## config.mk

```make
export PLATFORM = sky130hd
export DESIGN_NAME = vmask_expand
export DESIGN_NICKNAME = d
export VERILOG_FILES = /design/src/rtl/vmask_expand.sv
export SDC_FILE = /design/constraint.sdc
export NUM_CORES = 1
export LEC_CHECK = 0
export BUFFER_PORTS_ARGS = -buffer_cell sky130_fd_sc_hd__clkbuf_2
export CAP_MARGIN = 20
export CORE_ASPECT_RATIO = 0.6
export CORE_UTILIZATION = 38
export CTS_CLUSTER_DIAMETER = 100
export DETAILED_ROUTE_END_ITERATION = 16
export GPL_ROUTABILITY_DRIVEN = 1
export PLACE_DENSITY = 0.66
export SETUP_SLACK_MARGIN = 0.5
export SLEW_MARGIN = 20
export SYNTH_ARGS = -nofsm -noshare
export SYNTH_HDL_FRONTEND = slang
export SYNTH_SLANG_ARGS = --single-unit
export TNS_END_PERCENT = 20
```

## constraint.sdc

```tcl
create_clock -name clk -period 5 [get_ports clk]
set_input_delay 0.75 -clock clk [delete_from_list [all_inputs] [get_ports clk]]
set_output_delay 0.75 -clock clk [all_outputs]
set_load 0.01 [all_outputs]
```

## src/rtl/vmask_expand.sv

```systemverilog
// Prefix (thermometer) mask expander: turns an element count N into a stream of
// L mask chunks of REQ_DATA_WIDTH bits with the lowest N bits set.
module vmask_expand #(
    parameter int REQ_DATA_WIDTH  = 64,
    parameter int RESP_DATA_WIDTH = 64,
    parameter int REQ_ADDR_WIDTH  = 32
) (
    input  logic                       clk,
    input  logic                       rst,
    input  logic                       in_valid,
    output logic                       in_ready,
    input  logic [RESP_DATA_WIDTH-1:0] in_count,
    input  logic [REQ_ADDR_WIDTH-1:0]  in_len,
    input  logic [REQ_ADDR_WIDTH-1:0]  in_addr,
    output logic [REQ_DATA_WIDTH-1:0]  out_vec,
    output logic [REQ_ADDR_WIDTH-1:0]  out_addr,
    output logic                       out_valid,
    output logic                       out_end,
    input  logic                       out_ready
);

    localparam int SHW = $clog2(REQ_DATA_WIDTH);
    localparam int CW  = SHW + 1;

    typedef enum logic {
        IDLE = 1'b0,
        EMIT = 1'b1
    } state_t;

    state_t                      state_q, state_d;
    logic [RESP_DATA_WIDTH-1:0]  rem_q, rem_d;
    logic [REQ_ADDR_WIDTH-1:0]   left_q, left_d;
    logic [REQ_DATA_WIDTH-1:0]   out_vec_q, out_vec_d;
    logic [REQ_ADDR_WIDTH-1:0]   out_addr_q, out_addr_d;
    logic                        out_valid_q, out_valid_d;
    logic                        out_end_q, out_end_d;

    logic [RESP_DATA_WIDTH-1:0]  chunk_src;
    logic [CW-1:0]               part_bits;
    logic [REQ_DATA_WIDTH-1:0]   chunk_vec;
    logic [RESP_DATA_WIDTH-1:0]  chunk_rem_next;

    assign in_ready  = (state_q == IDLE) && !rst;
    assign out_vec   = out_vec_q;
    assign out_addr  = out_addr_q;
    assign out_valid = out_valid_q;
    assign out_end   = out_end_q;

    // Chunk 0 is built straight from in_count at acceptance; later chunks from rem_q.
    always_comb begin
        chunk_src = (state_q == IDLE) ? in_count : rem_q;
        part_bits = chunk_src[CW-1:0];
        if (chunk_src >= RESP_DATA_WIDTH'(REQ_DATA_WIDTH)) begin
            chunk_vec      = '1;
            chunk_rem_next = chunk_src - RESP_DATA_WIDTH'(REQ_DATA_WIDTH);
        end else begin
            chunk_vec      = ~({REQ_DATA_WIDTH{1'b1}} << part_bits[SHW-1:0]);
            chunk_rem_next = '0;
        end
    end

    // NOTE: every variable gets its hold value first so no path leaves it unassigned (no latch).
    always_comb begin
        state_d     = state_q;
        rem_d       = rem_q;
        left_d      = left_q;
        out_vec_d   = out_vec_q;
        out_addr_d  = out_addr_q;
        out_valid_d = out_valid_q;
        out_end_d   = out_end_q;

        unique case (state_q)
            IDLE: begin
                if (in_valid && in_ready) begin
                    rem_d  = in_count;
                    left_d = in_len;
                    if (in_len != '0) begin
                        state_d     = EMIT;
                        rem_d       = chunk_rem_next;
                        out_vec_d   = chunk_vec;
                        out_addr_d  = in_addr;
                        out_valid_d = 1'b1;
                        out_end_d   = (in_len == REQ_ADDR_WIDTH'(1));
                    end
                end
            end
            EMIT: begin
                if (out_ready) begin
                    if (left_q > REQ_ADDR_WIDTH'(1)) begin
                        rem_d      = chunk_rem_next;
                        left_d     = left_q - REQ_ADDR_WIDTH'(1);
                        out_vec_d  = chunk_vec;
                        out_addr_d = out_addr_q + REQ_ADDR_WIDTH'(1);
                        out_end_d  = (left_q == REQ_ADDR_WIDTH'(2));
                    end else begin
                        state_d     = IDLE;
                        rem_d       = '0;
                        left_d      = '0;
                        out_vec_d   = '0;
                        out_addr_d  = '0;
                        out_valid_d = 1'b0;
                        out_end_d   = 1'b0;
                    end
                end
            end
            default: state_d = IDLE;
        endcase
    end

    // NOTE: state registers use non-blocking assignments so all flops update from pre-edge values.
    always_ff @(posedge clk) begin
        if (rst) begin
            state_q     <= IDLE;
            rem_q       <= '0;
            left_q      <= '0;
            out_vec_q   <= '0;
            out_addr_q  <= '0;
            out_valid_q <= 1'b0;
            out_end_q   <= 1'b0;
        end else begin
            state_q     <= state_d;
            rem_q       <= rem_d;
            left_q      <= left_d;
            out_vec_q   <= out_vec_d;
            out_addr_q  <= out_addr_d;
            out_valid_q <= out_valid_d;
            out_end_q   <= out_end_d;
        end
    end

endmodule

```

== After elaboration in Yosys (flattened, before gate mapping) ==
Cells that the tools add are included.
Storage, ports and cells
  register bits: 195
  input bits: 132
  output and inout bits: 99
  logic and storage cells: 65
Cells by class
  add/sub/neg operators: 3
  order comparisons: 2
  eq/ne operators: 6
  shifts and indexed selects: 1
  multiplexer cells: 37
  bitwise gates (word level): 2
  reductions and logical operators: 7
Operators with widths (count)
  64-bit 2-to-1 mux: 11
  64-bit one-hot mux with 2 select lines: 2
  32-bit 2-to-1 mux: 7
  32-bit one-hot mux with 2 select lines: 2
  64-bit by 7-bit greater-or-equal comparator with 1-bit output (second input constant): 1
  64-bit inverter: 1
  64-bit by 6-bit left shift with 64-bit output (first input constant): 1
  64-bit by 7-bit subtractor with 64-bit output (second input constant): 1
  32-bit by 1-bit adder with 32-bit output (second input constant): 1
  32-bit by 1-bit equality test with 1-bit output (second input constant): 1
  32-bit by 2-bit equality test with 1-bit output (second input constant): 1
  32-bit by 1-bit greater-than comparator with 1-bit output (second input constant): 1
  32-bit nonzero test: 1
  32-bit by 1-bit subtractor with 32-bit output (second input constant): 1
  1-bit 2-to-1 mux: 12
  1-bit one-hot mux with 2 select lines: 3
  2-bit by 1-bit inequality test with 1-bit output (second input constant): 2
  2-bit inequality test (second input constant): 2
  4-bit AND reduction: 1
  3-bit AND reduction: 1
  1-bit logical AND: 2
  2-bit AND reduction: 1
  1-bit logical NOT: 1
  1-bit inverter: 1

== Longest topological paths before layout ==
  depth in word-level cells: 7
  depth in mapped cells: 21
  mapped depth without buffers: 9

== Least setup slack after synthesis ==
Ideal clock, no wire load.
  kind: reg-to-reg
  start: register state_q
  end: register rem_q[57]
  setup time: 0.132 ns
  arrival time: 3.998 ns
  data required time: 4.868 ns
  setup slack: 0.870 ns
  cell stages (with the launch flop): 22
  path buffers: 13
  clock period less this slack: 4.130 ns
  path through: dfxtp_1 -> buf_6 -> buf_6 -> buf_6 -> buf_4 -> buf_2 -> buf_2 -> buf_2 -> buf_2 -> buf_2 -> buf_2 -> mux2i_1 -> ha_1 -> o221a_2 -> and2_1 -> buf_2 -> nand4_2 -> and2_1 -> buf_6 -> buf_2 -> a221oi_2 -> nor3_1
On the way
  word-level cells in the longest chain between the ends: 6
  elaborated cells on any way between the ends: 15
  classes of those cells: 1 x add/sub; 1 x order compare; 2 x eq/ne; 7 x mux; 1 x bitwise; 3 x reduce/logical
RTL lines
  start: declaration: RTL line 30  | state_t state_q, state_d;
  start signal: assignment: RTL line 121  | state_q <= state_d;
  64-bit 2-to-1 mux: RTL line 51  | chunk_src = (state_q == IDLE) ? in_count : rem_q;
  64-bit by 7-bit subtractor with 64-bit output or 64-bit by 7-bit greater-or-equal comparator with 1-bit output (tied branches): RTL line 55, 53
  64-bit 2-to-1 mux: RTL line 53  | if (chunk_src >= RESP_DATA_WIDTH'(REQ_DATA_WIDTH)) begin
  64-bit 2-to-1 mux (on tied branches): RTL line 89, 77
  64-bit 2-to-1 mux (on tied branches): RTL line 88, 74
  64-bit one-hot mux with 2 select lines: RTL line 72  | unique case (state_q)
  end signal: assignment: RTL line 122  | rem_q <= rem_d;
  end: declaration: RTL line 31  | logic [RESP_DATA_WIDTH-1:0] rem_q, rem_d;
Several ways; a longest one is shown, not always the timed one. The select of a mux whose other input is x is not followed.
A chain may end at the register's enable or synchronous reset.

== Final worst setup path ==
  start: register state_q
  end: register rem_q[55]
The elaborated chain is that of the path after synthesis.

==> impl_metrics.csv <==
group,metric,value,unit
outcome,outcome,"finished, final reports clean",
setup_path,critPathKind,"flop to flop",
sta,relSlewSlack,31.1,%
power,p_leak,5.50,nW
clock_tree,holdBufCountCts,0,
min_path,min_to,"out_vec[63]$_SDFFE_PP0P_",
min_path,hp-start,"out_vec[63]$_SDFFE_PP0P_",
route,drtIter0Drc,1502,
synthesis,yosys.area.top_type,"dfxtp_1",
floorplanning,core-area,31700,sq um
synthesis,syn_inst,1617,
setup_path,slowest_delay,840,ps
floorplanning,start_util,39.3,%
clock_tree,cts_max_level,4,
route,first_pass_iters,5,
setup_path,timing.rr.start,"state_q$_SDFF_PP0_",
sta,fin_crit_sh,85.0,%
power,p_seq_share,40.3,%
flow_run,drv_cap,0,
power,p_per_area,326,nW/um^2
clock_tree,insertion_delay,460,ps
setup_path,arrival,4610,ps
setup_path,startpoint_type,"flop",
clock_tree,cts_resized,0,
synthesis,synth-edff-count,0,
setup_path,worstRegToRegCells,8,
grt,globalRoute.totalOverflow,0,
setup_path,cp_slowest_cell,"dfxtp_4",
place,routabilityCongestion,0.900,
route,drc_errors,0,
grt,grt_antenna_before_repair,3,
route,viasPerCell,6.18,
synthesis,postSynthNetCount,1755,
clock_tree,cts_root_buffer,"clkbuf_16",
synthesis,synth_most_common_cell,"dfxtp_1",
place,placed_cell_area,13800,sq um
power,power.switching,0.00178,W
route,wl_per_cell,20.5,um
floorplanning,fp-row-count,50,
clock_tree,cts_setup_buffers,0,
sta,hold_viol,0,
power,intPower,0.00292,W
clock_tree,cts_tree,"done",
setup_path,crit_path_max_fanout,62,
synthesis,ys_top_cells_by_count,"dfxtp_1, nor2_1, nand2_1",
finish,drive_above_1_share,20.1,%
clock_tree,clockBufferDepth,2,
power,switching_share,37.9,%
synthesis,yosysTopAreaCellShare,31.3,%
setup_path,required,5360,ps
grt,grt_max_degree,82,
route,postRouteWirelength,45100,um
route,ant_nets,0,
finish,finish.instance_area,14400,sq um
sta,tightestPinTransition,1020,ps
sta,fin_worst_skew,15.1,ps
setup_path,crit_path_end_kind,"flop",
sta,clock.fmax,0.235,GHz
clock_tree,path_clk_slew,80,ps
route,dr_total_vias,13600,
sta,timing.final.crit_period,4250,ps
synthesis,yosysSeqAreaShare,31.3,%
setup_path,r2r_slack,750,ps
synthesis,ys_seq_elements,195,
power,combPwrFrac,29.4,%
place,numPortBuffers,230,
sta,drv_slew,0,
sta,setup_viol_count_final,0,
grt,grt_pass1_vias,12200,
setup_path,cp_top_family,"simple AND/OR/NAND/NOR gates",
place,hpwl,31700,um
finish,nets,1910,
min_path,hold_depth,2,
synthesis,synth_top_flop_cell,"dfxtp_1",
floorplanning,ios,231,
grt,grt_pass1_wl,70400,um
synthesis,syn_area,12500,sq um
synthesis,yosys-top-cells-area,"dfxtp_1, nor2_1, a21oi_1",
synthesis,yosysWarningCount,0,
setup_path,reg2reg_to,"rem_q[55]$_SDFFE_PP0P_",
power,vdd_drop_max,257,uV
finish,syn_to_final_growth,15.7,%
grt,gr-usage-all-layers,26.4,%
floorplanning,dieWidth,236,um
clock_tree,cts_made_buffers,17,
finish,final_util,45.5,%
floorplanning,die_area,33600,sq um
min_path,hold_path_class,"flop to flop",
synthesis,async_flop_share,0,%
clock_tree,clkSinkCount,195,
synthesis,syn_area_per_cell,7.71,sq um
setup_path,worstPathCellList,"buf_4 -> or3b_1 -> a222oi_1 -> nand4_2 -> nor4b_4 -> nand2_1 -> xnor2_1 -> o32ai_1",
sta,rsz0062_at_grt,"no",
synthesis,ys_types,83,
sta,fin_setup_tns,0,ps
power,clkPwrFrac,30.3,%
floorplanning,die-height,142,um
setup_path,critPathBufInv,1,
==> cells by family (layout without fill, tap and decap cells) <==
| group | count (synthesis) | count (layout) | share of synthesized area (%) |
|---|---|---|---|
| flip-flops | 195 | 195 | 31.3 |
| XOR/XNOR | 63 | 63 | 4.43 |
| multiplexers | 65 | 65 | 5.38 |
| other | 0 | 1 | 0 |
| AO/OA/AOI/OAI | 485 | 485 | 26.6 |
| AND/OR/NAND/NOR | 669 | 669 | 26.9 |
| buffers and inverters | 134 | 302 | 4.84 |
| adder cells (fa/ha/maj) | 6 | 6 | 0.602 |
==> worst reg2reg max path, delay by kind of cell, from the launching register on <==
kind            cells  cell delay [ps]
flops               1              840
simple gates        4             1720
buf+inv             1              450
compound gates      2              980
xor+xnor            1              150
==> layout by cell type, fill, tap and decap left out, types with 17 or more instances in the layout <==
| master | n |
|---|---|
| xor2_1 | 19 |
| nor3_1 | 109 |
| nor3b_1 | 19 |
| dfxtp_1 | 194 |
| nor2_1 | 190 |
| xnor2_1 | 44 |
| clkbuf_2 | 229 |
| clkbuf_16 | 17 |
| o21ai_0 | 75 |
| o21ai_1 | 44 |
| a21oi_1 | 123 |
| a221oi_2 | 22 |
| a22oi_1 | 22 |
| a211oi_1 | 50 |
| or3_1 | 18 |
| nand2_1 | 154 |
| nor2b_1 | 19 |
| mux2i_1 | 49 |
| nor4_1 | 31 |
| a31oi_1 | 28 |
| nand4_1 | 18 |
| buf_4 | 27 |
| nand3_1 | 25 |
| a221oi_1 | 18 |
==> per-layer routing <==
metal / wire length (um) / global-route usage (%) / part of all wire (%) / vias up
met5: 26 / 0 / 0.058 / -
met4: 873 / 7.67 / 1.9 / 4
met3: 4240 / 6.83 / 9.4 / 67
met2: 18100 / 35.4 / 40 / 691
met1: 21800 / 40.1 / 48 / 6519
li1: - / - / - / 6332
==> per-stage QoR <==
step | power (W) | hold WS (ps) | cells | setup WS (ps)
2_1_floorplan | 0.00283 | 457 | 1617 | 870
3_3_place_gp | 0.00325 | 441 | 2169 | 995
3_5_place_dp | 0.00328 | 451 | 2169 | 953
4_1_cts | 0.00470 | 463 | 2201 | 902
5_1_grt | 0.00494 | 482 | 2201 | 541
6_report | 0.00470 | 460 | 2202 | 752
==> power groups by stage <==
stage / Combinational (W) / Sequential (W) / Clock (W)
after global routing: 0.00152 / 0.00191 / 0.00151
after detailed placement: 0.00135 / 0.00192 / 0
after floorplan: 0.000930 / 0.00189 / 0
final: 0.00138 / 0.00189 / 0.00142
after CTS: 0.00136 / 0.00189 / 0.00145
after global placement: 0.00133 / 0.00192 / 0
==> flip-flops by register name, indices dropped and copies added (netlist names) <==
register,flops
left_q,32
out_valid,1
out_vec,64
out_addr,32
state_q,1
rem_q,64
out_end,1
==> worst max-delay path by stage <==
stage	start	end	slack [ps]	cells after the start
2_1_floorplan	state_q$_SDFF_PP0_	rem_q[57]$_SDFFE_PP0P_	870	21
3_3_place_gp	state_q$_SDFF_PP0_	rem_q[59]$_SDFFE_PP0P_	1000	8
3_5_place_dp	state_q$_SDFF_PP0_	rem_q[55]$_SDFFE_PP0P_	950	8
4_1_cts	state_q$_SDFF_PP0_	rem_q[55]$_SDFFE_PP0P_	900	8
5_1_grt	state_q$_SDFF_PP0_	rem_q[55]$_SDFFE_PP0P_	540	8
6_report	state_q$_SDFF_PP0_	rem_q[55]$_SDFFE_PP0P_	750	8
==> area by class of cell <==
class,instances,area (sq um)
well taps,416,520
diodes,1,2.50
fillers,3163,17300
flip-flops and latches,195,3910
clock inverters,15,168
multi-input cells,1288,7980
repair buffers,258,1380
inverters,12,45.0
clock buffers,17,425
(Power assumes the default switching activity.)
